**src/rtl/hwag_cfg_pkg.sv**
```systemverilog
// hwag_cfg_pkg: shared types and constants for the hwag configuration sequencer
package hwag_cfg_pkg;
    localparam int AW_DEF = 8;
    localparam int DW_DEF = 16;
    localparam int HWATHNB = 4;
    localparam int HWASTWD = 5;
    localparam int HWAATOPL = 6;
    localparam int HWACR0 = 63;
    localparam int HWATHVL = 70;
    localparam int HWAIGNCHRGL = 127;
    localparam int HWAIGNANGL = 129;
    typedef enum logic [2:0] {IDLE, CLEAR, LOAD, VERIFY, RUN, ERROR} state_t;
    typedef struct packed {
        logic [AW_DEF-1:0] addr;
        logic [DW_DEF-1:0] data;
    } cfg_entry_t;
    function automatic cfg_entry_t mk_entry(int a, int d);
        return '{addr: AW_DEF'(a), data: DW_DEF'(d)};
    endfunction
endpackage

```
**src/rtl/hwag_cfg_rom.sv**
```systemverilog
// hwag_cfg_rom: combinational lookup of the default register table
module hwag_cfg_rom
    import hwag_cfg_pkg::*;
#(
    parameter int IW = 8
) (
    input  logic [IW-1:0] idx_i,
    output cfg_entry_t    entry_o
);
    // table entries in ascending write order; indices past the end read as zero
    always_comb begin
        case (idx_i)
            IW'(0):  entry_o = mk_entry(0, 128);
            IW'(1):  entry_o = mk_entry(1, 0);
            IW'(2):  entry_o = mk_entry(2, 65535);
            IW'(3):  entry_o = mk_entry(3, 0);
            IW'(4):  entry_o = mk_entry(HWATHNB, 57);
            IW'(5):  entry_o = mk_entry(HWASTWD, 4);
            IW'(6):  entry_o = mk_entry(HWAATOPL, 3839);
            IW'(7):  entry_o = mk_entry(HWACR0, 7);
            IW'(8):  entry_o = mk_entry(65, 2);
            IW'(9):  entry_o = mk_entry(HWATHVL, 2);
            IW'(10): entry_o = mk_entry(HWAIGNCHRGL, 1024);
            IW'(11): entry_o = mk_entry(HWAIGNANGL, 3830);
            default: entry_o = '0;
        endcase
    end
endmodule

```
**src/rtl/hwag_cfg_sequencer.sv**
```systemverilog
// hwag_cfg_sequencer: clears and loads the register file, then arbitrates host access; HWAG_CFG_VERIFY_EN adds read-back verify
module hwag_cfg_sequencer
    import hwag_cfg_pkg::*;
#(
    parameter int REG_CNT = 131,
    parameter int TBL_CNT = 12,
    parameter int AW = AW_DEF,
    parameter int DW = DW_DEF
) (
    input  logic          clk,
    input  logic          rst,
    input  logic          cfg_reload,
    output logic          cfg_busy,
    output logic          cfg_done,
    output logic          cfg_err,
    output logic [AW-1:0] reg_addr,
    output logic [DW-1:0] reg_wdata,
    output logic          reg_we,
    output logic          reg_re,
    input  logic [DW-1:0] reg_rdata,
    input  logic          host_req,
    input  logic          host_we,
    input  logic [AW-1:0] host_addr,
    input  logic [DW-1:0] host_wdata,
    output logic          host_gnt,
    output logic [DW-1:0] host_rdata,
    output logic          host_rvalid
);
    localparam int IW = $clog2((REG_CNT > TBL_CNT ? REG_CNT : TBL_CNT) + 1);

    state_t        state_q, state_d, eff_st;
    logic [IW-1:0] idx_q, idx_d, eff_idx;
    logic          reload, host_ok, err_q, err_d, pend_q, pend_d, rvalid_q;
    logic          we_q, we_d, re_q, re_d, gnt_q, gnt_d, busy_q, busy_d, done_q, done_d;
    logic [AW-1:0] addr_q, addr_d;
    logic [DW-1:0] wdata_q, wdata_d, rdata_q;
    cfg_entry_t    entry;

    // a reload acts in the same cycle as if CLEAR index 0 were already current
    assign reload  = cfg_reload && state_q != IDLE;
    assign eff_st  = reload ? CLEAR : state_q;
    assign eff_idx = reload ? '0 : idx_q;
    assign host_ok = (eff_st == RUN || eff_st == ERROR) && host_req && !gnt_q;

    hwag_cfg_rom #(.IW(IW)) u_rom (.idx_i(eff_idx), .entry_o(entry));

`ifdef HWAG_CFG_VERIFY_EN
    logic [DW-1:0] exp_q;
    logic          mism;
    assign mism  = state_q == VERIFY && idx_q != '0 && reg_rdata != exp_q;
    assign err_d = !reload && (err_q || mism);
    // remember the table data of the read in flight for next-cycle compare
    always_ff @(posedge clk) exp_q <= rst ? '0 : entry.data;
`else
    assign err_d = 1'b0;
`endif

    // state register
    always_ff @(posedge clk) begin
        if (rst) begin
            state_q <= IDLE;
            idx_q   <= '0;
        end else begin
            state_q <= state_d;
            idx_q   <= idx_d;
        end
    end

    // next state: terminal index of each phase selects the following phase
    always_comb begin
        state_d = eff_st;
        idx_d   = '0;
        case (eff_st)
            IDLE: state_d = CLEAR;
            CLEAR: begin
                state_d = eff_idx == IW'(REG_CNT - 1) ? LOAD : CLEAR;
                idx_d   = eff_idx == IW'(REG_CNT - 1) ? '0 : eff_idx + 1'b1;
            end
            LOAD: begin
`ifdef HWAG_CFG_VERIFY_EN
                state_d = eff_idx == IW'(TBL_CNT - 1) ? VERIFY : LOAD;
`else
                state_d = eff_idx == IW'(TBL_CNT - 1) ? RUN : LOAD;
`endif
                idx_d   = eff_idx == IW'(TBL_CNT - 1) ? '0 : eff_idx + 1'b1;
            end
`ifdef HWAG_CFG_VERIFY_EN
            VERIFY: begin
                state_d = eff_idx != IW'(TBL_CNT) ? VERIFY : (err_q || mism) ? ERROR : RUN;
                idx_d   = eff_idx != IW'(TBL_CNT) ? eff_idx + 1'b1 : '0;
            end
`endif
            default: ;
        endcase
    end

    // bus and status values for the next cycle
    always_comb begin
        addr_d  = '0;
        wdata_d = '0;
        we_d    = 1'b0;
        re_d    = 1'b0;
        gnt_d   = host_ok;
        pend_d  = host_ok && !host_we;
        busy_d  = eff_st == CLEAR || eff_st == LOAD || eff_st == VERIFY;
        done_d  = eff_st == RUN;
        case (eff_st)
            CLEAR: begin
                we_d   = 1'b1;
                addr_d = AW'(eff_idx);
            end
            LOAD: begin
                we_d    = 1'b1;
                addr_d  = entry.addr;
                wdata_d = entry.data;
            end
            VERIFY: begin
                re_d   = eff_idx < IW'(TBL_CNT);
                addr_d = entry.addr;
            end
            default: if (host_ok) begin
                we_d    = host_we;
                re_d    = !host_we;
                addr_d  = host_addr;
                wdata_d = host_wdata;
            end
        endcase
    end

    // registered outputs; a granted read returns data the cycle after its grant
    always_ff @(posedge clk) begin
        if (rst) begin
            addr_q   <= '0;
            wdata_q  <= '0;
            we_q     <= 1'b0;
            re_q     <= 1'b0;
            gnt_q    <= 1'b0;
            busy_q   <= 1'b0;
            done_q   <= 1'b0;
            err_q    <= 1'b0;
            pend_q   <= 1'b0;
            rvalid_q <= 1'b0;
            rdata_q  <= '0;
        end else begin
            addr_q   <= addr_d;
            wdata_q  <= wdata_d;
            we_q     <= we_d;
            re_q     <= re_d;
            gnt_q    <= gnt_d;
            busy_q   <= busy_d;
            done_q   <= done_d;
            err_q    <= err_d;
            pend_q   <= pend_d;
            rvalid_q <= pend_q;
            rdata_q  <= pend_q ? reg_rdata : rdata_q;
        end
    end

    assign reg_addr    = addr_q;
    assign reg_wdata   = wdata_q;
    assign reg_we      = we_q;
    assign reg_re      = re_q;
    assign host_gnt    = gnt_q;
    assign host_rvalid = rvalid_q;
    assign host_rdata  = rdata_q;
    assign cfg_busy    = busy_q;
    assign cfg_done    = done_q;
    assign cfg_err     = err_q;
endmodule

```
**config.mk**
```make
export PLATFORM = sky130hd
export DESIGN_NAME = hwag_cfg_sequencer
export DESIGN_NICKNAME = d
export VERILOG_FILES = /design/src/rtl/hwag_cfg_pkg.sv /design/src/rtl/hwag_cfg_rom.sv /design/src/rtl/hwag_cfg_sequencer.sv
export SDC_FILE = /design/constraint.sdc
export NUM_CORES = 1
export LEC_CHECK = 0
export ABC_AREA = 1
export CAP_MARGIN = 20
export CORE_ASPECT_RATIO = 0.7
export CORE_MARGIN = 3
export CORE_UTILIZATION = 45
export DETAILED_ROUTE_END_ITERATION = 8
export GPL_ROUTABILITY_DRIVEN = 1
export GPL_TIMING_DRIVEN = 0
export MAX_ROUTING_LAYER = met4
export PLACE_DENSITY = 0.9
export SLEW_MARGIN = 20
export SYNTH_ARGS = -nofsm -noshare
export SYNTH_HDL_FRONTEND = slang
export SYNTH_SLANG_ARGS = --single-unit
```
**constraint.sdc**
```tcl
create_clock -name clk -period 1.9 [get_ports clk]
set_input_delay 0.38 -clock clk [delete_from_list [all_inputs] [get_ports clk]]
set_output_delay 0.38 -clock clk [all_outputs]
set_load 0.05 [all_outputs]
```
==> summary.txt <==
Run status
  – Status: finished, final reports clean

Setup path
  – WP data required: approximately 1500 ps
  – R2R Setup Slk: around 50 ps
  – Worst-path fanout max: 1
  – CP bufs+invs: 1
  – RR Startpoint: state_q[1]
  – Reg-to-reg endpoint: idx_q[4]
  – Setup CP Type: reg -> out
  – CP max stage cell: clkdlybuf4s50_1
  – Worst path arrival time: about 1500 ps
  – Crit path cell chain: clkdlybuf4s50_1
  – CP startpoint kind: register
  – Cell family with most CP delay: buffers and inverters
  – Setup crit end: reg_wdata[10]
  – WP depth: 1
  – Worst-case reg-to-reg path depth: 13
  – Worst path max stage delay: approximately 830 ps
  – CP Capture Type: output port
  – CP startpoint: reg_wdata[10]

Yosys
  – Post-synthesis cell type count: 33
  – Largest family of logic cells by synthesized area: simple AND/OR/NAND/NOR gates
  – Synth area leaders: dfxtp_1, nand2_1, nor2_1, o21ai_0, inv_1
  – Post-synth EDFFs: 0
  – Synth warn: 0
  – Area share of the largest cell type after synthesis: around 45%
  – Most numerous cell in the Yosys netlist: nand2_1
  – Mapped cell area: 0.002559 mm²
  – Asr flop ratio synth: 0%
  – Post-Synth Simple-Gate Area: roughly 33%
  – Post-Synth Adder-Cell Area: 2.445%
  – Sequential-to-total area share from yosys stat: roughly 45%
  – Mapped Cells: 338
  – Area leader, netlist: dfxtp_1
  – Mapped Nets: roughly 390
  – Main synth FF type: dfxtp_1
  – Mux share of post-synthesis cell area: 0%
  – Synth Area in Compound Gates: ~11%
  – FF+latch count, synth: a little under 60
  – Synth Area in XOR/XNOR: around 1%
  – Syn_area_per_cell: 7.570 µm²
  – Synth top cells by count: nand2_1, dfxtp_1, nor2_1, o21ai_0, inv_1

Drt
  – Vias per std cell: approximately 5.3
  – Avg WL per Cell: approximately 16 µm
  – Routed wire length: around 8.3 mm
  – Drt drc: 0
  – TritonRoute pass-1 iters: 5
  – Total number of vias: ~2800
  – Drt initial violations: 251
  – Routed Antenna Nets: 0

Finish
  – Inserted Diodes: 0
  – P&R area growth vs syn: 52.52%
  – Storage element area: between 0.001 and 0.0015 mm²
  – Final Non-Filler Cells: 526
  – Fill cells: 380
  – Area of the multi-input gates: approximately 0.0013 mm²
  – Util after Layout: 72.70%
  – Nets: ~500
  – Share of post-route cells with drive strength above 1: between 10% and 20%

Placement
  – Port Buf Inserts: 89
  – RePlAce Congestion: 0.9579
  – Hpwl dp: 5.737 mm
  – DP Cell Count: 499

Global routing
  – Initial antenna violation count: 0
  – Busiest grt layer: met2
  – GR Layer Usage met3: roughly 8.9%
  – First-pass GRT wire length: around 12 mm
  – GR met1 Demand/Resource: between 30% and 40%
  – Met2 usage: about 36%
  – Pin count of the biggest net entering global routing: 11
  – Vias in the first global route: 2486
  – GRT overflow: 0
  – Overall routing resource usage: 24.27%

Timing
  – Clk_skew: 9.637 ps
  – # setup viols final: 0
  – Hold Worst Slack: about 500 ps
  – Slew headroom: between 60% and 70%
  – Hold Fails Final Rpt: 0
  – Max Transition Viols Final: 0
  – F_max: around 530 MHz
  – Crit path time final: approximately 1900 ps
  – Slew @ Worst Pin: around 550 ps
  – Final Cycle Share: between 90 and 100%

Floorplanning
  – I/O pins: 92
  – Initial Util: a little under half
  – Die area: 0.006641 mm²
  – Core Area: 0.005368 mm²
  – Die Span X: 96.13 µm
  – Die Ht: just under 70 µm
  – Num rows: 22

Power
  – Final Total Pwr: approximately 0.0025 W
  – P_leak: ~1.8 nW
  – PwrDens: between 600 and 700 mW/mm²
  – Peak VDD IR: around 0.46 mV

CTS
  – CTS buffer count: 9
  – CTS tree: done
  – Clk_lat worst skew: 340 ps
  – Clk sink count: a little under 60
  – CTS Hold Bufs: 0
  – Number of H-tree levels: 3
  – CTS Root Cell: clkbuf_8
  – Clock transition at the registers of the reported paths: 70 ps
  – Clock buffer depth: 2

Min path
  – Hold Crit Class: reg -> reg
  – Worst Hold Launch: state_q[0]

Run
  – Maxcap violations: 0
==> per-layer routing <==
| layer | vias to the layer above | share of wire, % |
|---|---|---|
| li1 | 1306 | - |
| met1 | 1299 | 39 |
| met2 | 164 | 48 |
| met3 | 41 | 11 |
| met4 | 0 | 2.7 |
| met5 | - | 0 |
==> layout by cell type (no fill, tap or decap), types with 2 or more instances in the layout <==
cell type,n
o21ai_0,32
nand2_8,2
nand2_1,63
ha_1,3
dfxtp_1,55
clkbuf_1,7
dfxtp_4,2
inv_2,5
nand3_1,22
o211ai_1,2
buf_4,13
o21ai_2,2
a21oi_1,12
nand2_4,4
nand4_1,6
nand2_2,5
nor2_4,3
clkinvlp_4,2
clkdlybuf4s50_1,81
clkbuf_8,10
inv_1,26
xor2_1,3
nand3_2,3
nor2_2,7
nor3_1,2
clkinv_2,3
dlymetal6s2s_1,7
nor2_1,53
nand3b_1,2
==> state kept, by name, summed over array words and instances, names as in the netlist <==
| name | count |
|---|---|
| host_rdata | 16 |
| reg_wdata | 16 |
| idx_q | 8 |
| reg_addr | 8 |
| state_q | 3 |
| cfg_busy | 1 |
| cfg_done | 1 |
| host_gnt | 1 |
| host_rvalid | 1 |
| pend_q | 1 |
| reg_re | 1 |
| reg_we | 1 |
==> worst min path at each step <==
| stage | slack (ps) | to | depth (start not counted) |
|---|---|---|---|
| 3_5_place_dp | 490 | host_rdata[7] | 2 |
| 6_report | 500 | cfg_done | 1 |
| 4_1_cts | 470 | cfg_done | 1 |
| 2_1_floorplan | 440 | cfg_done | 1 |
| 5_1_grt | 490 | cfg_done | 1 |
| 3_3_place_gp | 480 | host_rdata[3] | 2 |
==> kinds of logic after synthesis <==
family	count (synthesis)
flops	58
compound gates	51
buf+inv	44
xor+xnor	3
fa+ha+maj	5
other cells	1
simple gates	176
==> through the flow <==
stage | area [µm²] | setup slack [ps] | TNS [ps]
2_1_floorplan | 2559 | 119.4 | 0
3_3_place_gp | 3540 | -491.2 | -10940
3_5_place_dp | 3540 | -542.4 | -12540
4_1_cts | 3765 | 3.991 | 0
5_1_grt | 3902 | -53.61 | -322.8
6_report | 3902 | 15.10 | 0
==> repair_timing <==
item | in CTS | in global routing
setup buffers | 3 | 8
setup endpoints to repair | 14 | 32
gates resized for setup | 13 | 22
pin swaps | 2 | 7
endpoints found under the hold margin | 0 | 0
==> power by group <==
part	internal, W	switching (W)	leakage, nW	total, W
clock network	0.000500	0.000466	0.0851	0.000966
logic	0.000151	0.000163	1.26	0.000314
registers	0.00123	0.0000101	0.470	0.00124
total	0.00188	0.000639	1.81	0.00252
==> layout make-up <==
class / instances / area share [%]
clock buffers: 11 / 3.623
inverters: 34 / 3.527
well taps: 72 / 2.308
multi-input cells: 236 / 32.67
repair buffers: 100 / 25.36
flip-flops and latches: 58 / 29.98
plain buffers: 10 / 1.763
clock inverters: 5 / 0.7695
No activity file was read; power rests on OpenSTA's default activity.
==> variant (config.mk and constraints unchanged) <==
Add a define of `HWAG_CFG_VERIFY_EN`.
--- a/src/rtl/hwag_cfg_sequencer.sv
+++ b/src/rtl/hwag_cfg_sequencer.sv
@@ -1,4 +1,6 @@
 // hwag_cfg_sequencer: clears and loads the register file, then arbitrates host access; HWAG_CFG_VERIFY_EN adds read-back verify
+`define HWAG_CFG_VERIFY_EN
+
 module hwag_cfg_sequencer
     import hwag_cfg_pkg::*;
 #(
Behaviour: no difference found for any inputs over 10 cycles, from zero or initial values and one cycle with rst high; that may be too few to reach the edited logic, so the function may still have changed.
==> variant against the original RTL <==
The run now ends with negative setup slack left; sequential power is 17% higher; die area is 19% higher; synthesized cell count rose by 25%; sequential cell count grew 10; worst setup slack got worse by 36 ps; wire length increased by 16%; design area rose by 19%; total power increased by 19%; area after synthesis up 21%; clock power grew 28%; largest power group unchanged; highest routed layer unchanged.
==> variant: results (changes against the original RTL) <==
* Commonest cells post-synth: nand2_1, dfxtp_1, nor2_1
* Router iterations before antenna repair at 5 (unchanged)
* Top post-synthesis cells by area: dfxtp_1, nand2_1, nor2_1
* Area of the multi-input gates at 1610 sq um (+27%)
* RR Startpoint: state_q[0]$_SDFF_PP0_
* Clk Latency, worst-skew pair at 350 ps
* Non-clock buffer share at 0.244 (-0.0268)
* Final setup viols at 1 (+1)
* Failing checks: negative setup slack
* Seq. cell area at 1370 sq um (+17%)
* R2R Path End: reg_addr[0]$_SDFF_PP0_
* Syn Inst Count at 423 (+25%)
* Final WL at 9670 microns (+16%)
* Peak VDD IR at 0.474 mV (+3.0%)
* Nonclk buf count at 115 (+4.5%)
* Design area at 4660 sq um (+19%)
* Register area share after synthesis at 0.440 (-0.0133)
* Overall Global Routing Usage at 0.244 (+0.00139)
* Setup WS post-layout at -21.3 ps (-36.4 ps)
* Logic inverters at 53 (+56%)
* ClkCell Share at 0.0451 (+0.00115)
* Via count at 3,328 (+18%)
* Post-CTS setup buffers at 7 (+4)
* Critical path peak fanout at 5 (+4)
* WHS at 460 ps (-38.4 ps)
* Number of DRC markers in iteration 0 at 240 (-4.4%)
* Hold wc startpoint: state_q[1]$_SDFF_PP0_
* Cts repair resizes at 23 (+10)
* P_leak at 2.36 nW (+30%)
* Syn nets at 474 (+22%)
* HP Class: flip-flop to flip-flop
* DP Area at 4120 sq um (+16%)
* Synthesized area per cell at 7.31 sq um (-3.5%)
* Unique cell type count in the Yosys netlist at 40 (+21%)
* R2R Setup Slk at -20 ps (-70 ps)
* GPL Wtd Cong at 0.987 (+3.1%)
* Outcome: complete, but fails checks
* Worst-Margin Slew at 623 ps (+78.2 ps)
* Dpl ws at -836 ps (-293 ps)
* Via-to-Cell Ratio at 5.22 (-2.4%)
* Synthesized flop and latch total at 68 (+17%)
* First-pass GRT wire length at 14,700 microns (+20%)
* # port buffers at 91 (+2.2%)
* Fillcell total at 499 (+31%)
* Multi-input gates at 295 (+25%)
* Initial antenna violation count at 0 (unchanged)
* Fin nets at 593 (+19%)
* Setup TNS at -21.3 ps (-21.3 ps)
* Placed insts at 605 (+21%)
* Pin count of the biggest net entering global routing at 13 (+2)
* Layout cells sized above 1 at 0.179 (+0.0206)
* Clock buffer count at 11 (unchanged)
* Hpwl dp at 6940 microns (+21%)
* Vias in the first global route at 3,038 (+22%)
* Arrival @ worst endpoint at 2210 ps (+710 ps)
==> variant: report_power, final <==
group	internal, mW	switching (mW)
sequential	1.44	0.00994
combinational	0.150	0.155
clock	0.679	0.562
total	2.26	0.726
==> variant: cells by family (layout without fill, tap and decap cells) <==
group,after synthesis,in the layout,share of synthesized area
XOR/XNOR,4,4,0.0113
buffers and inverters,60,184,0.0846
AND/OR/NAND/NOR,224,224,0.323
adder cells (fa/ha/maj),6,6,0.0243
flip-flops,68,68,0.440
AO/OA/AOI/OAI,61,61,0.117
==> variant: per-layer routing <==
metal / part of all wire / global-route usage / vias up / routed length (microns)
met5: 0 / - / - / 0
met4: 0.021 / 0.0873 / 0 / 203
met3: 0.11 / 0.0737 / 24 / 1060
met2: 0.45 / 0.372 / 225 / 4310
met1: 0.42 / 0.312 / 1506 / 4090
li1: - / - / 1573 / -
==> variant: worst max-delay path, stage by stage (launching register included) <==
cell,delay (ps)
dfxtp_4,390
inv_4,40
nand3_4,100
nand2_4,70
buf_12,150
nand2_8,80
clkinvlp_4,110
buf_4,170
ha_2,200
o22ai_1,160
nand2_1,120
nand2_1,110
nand2_1,50
nand2_1,100
==> variant: worst max path at each step <==
stage / cells past startpoint / endpoint / start / slack [ps]
floorplan: 14 / idx_q[5]$_SDFF_PP0_ / state_q[1]$_SDFF_PP0_ / 50
global placement: 12 / exp_q[2]$_SDFF_PP0_ / cfg_reload / -840
detailed placement: 12 / exp_q[2]$_SDFF_PP0_ / cfg_reload / -840
CTS: 1 / host_rdata[6] / host_rdata[6]$_SDFFE_PP0P_ / 0.4
global route: 13 / reg_addr[0]$_SDFF_PP0_ / state_q[0]$_SDFF_PP0_ / -110
finish: 13 / reg_addr[0]$_SDFF_PP0_ / state_q[0]$_SDFF_PP0_ / -20
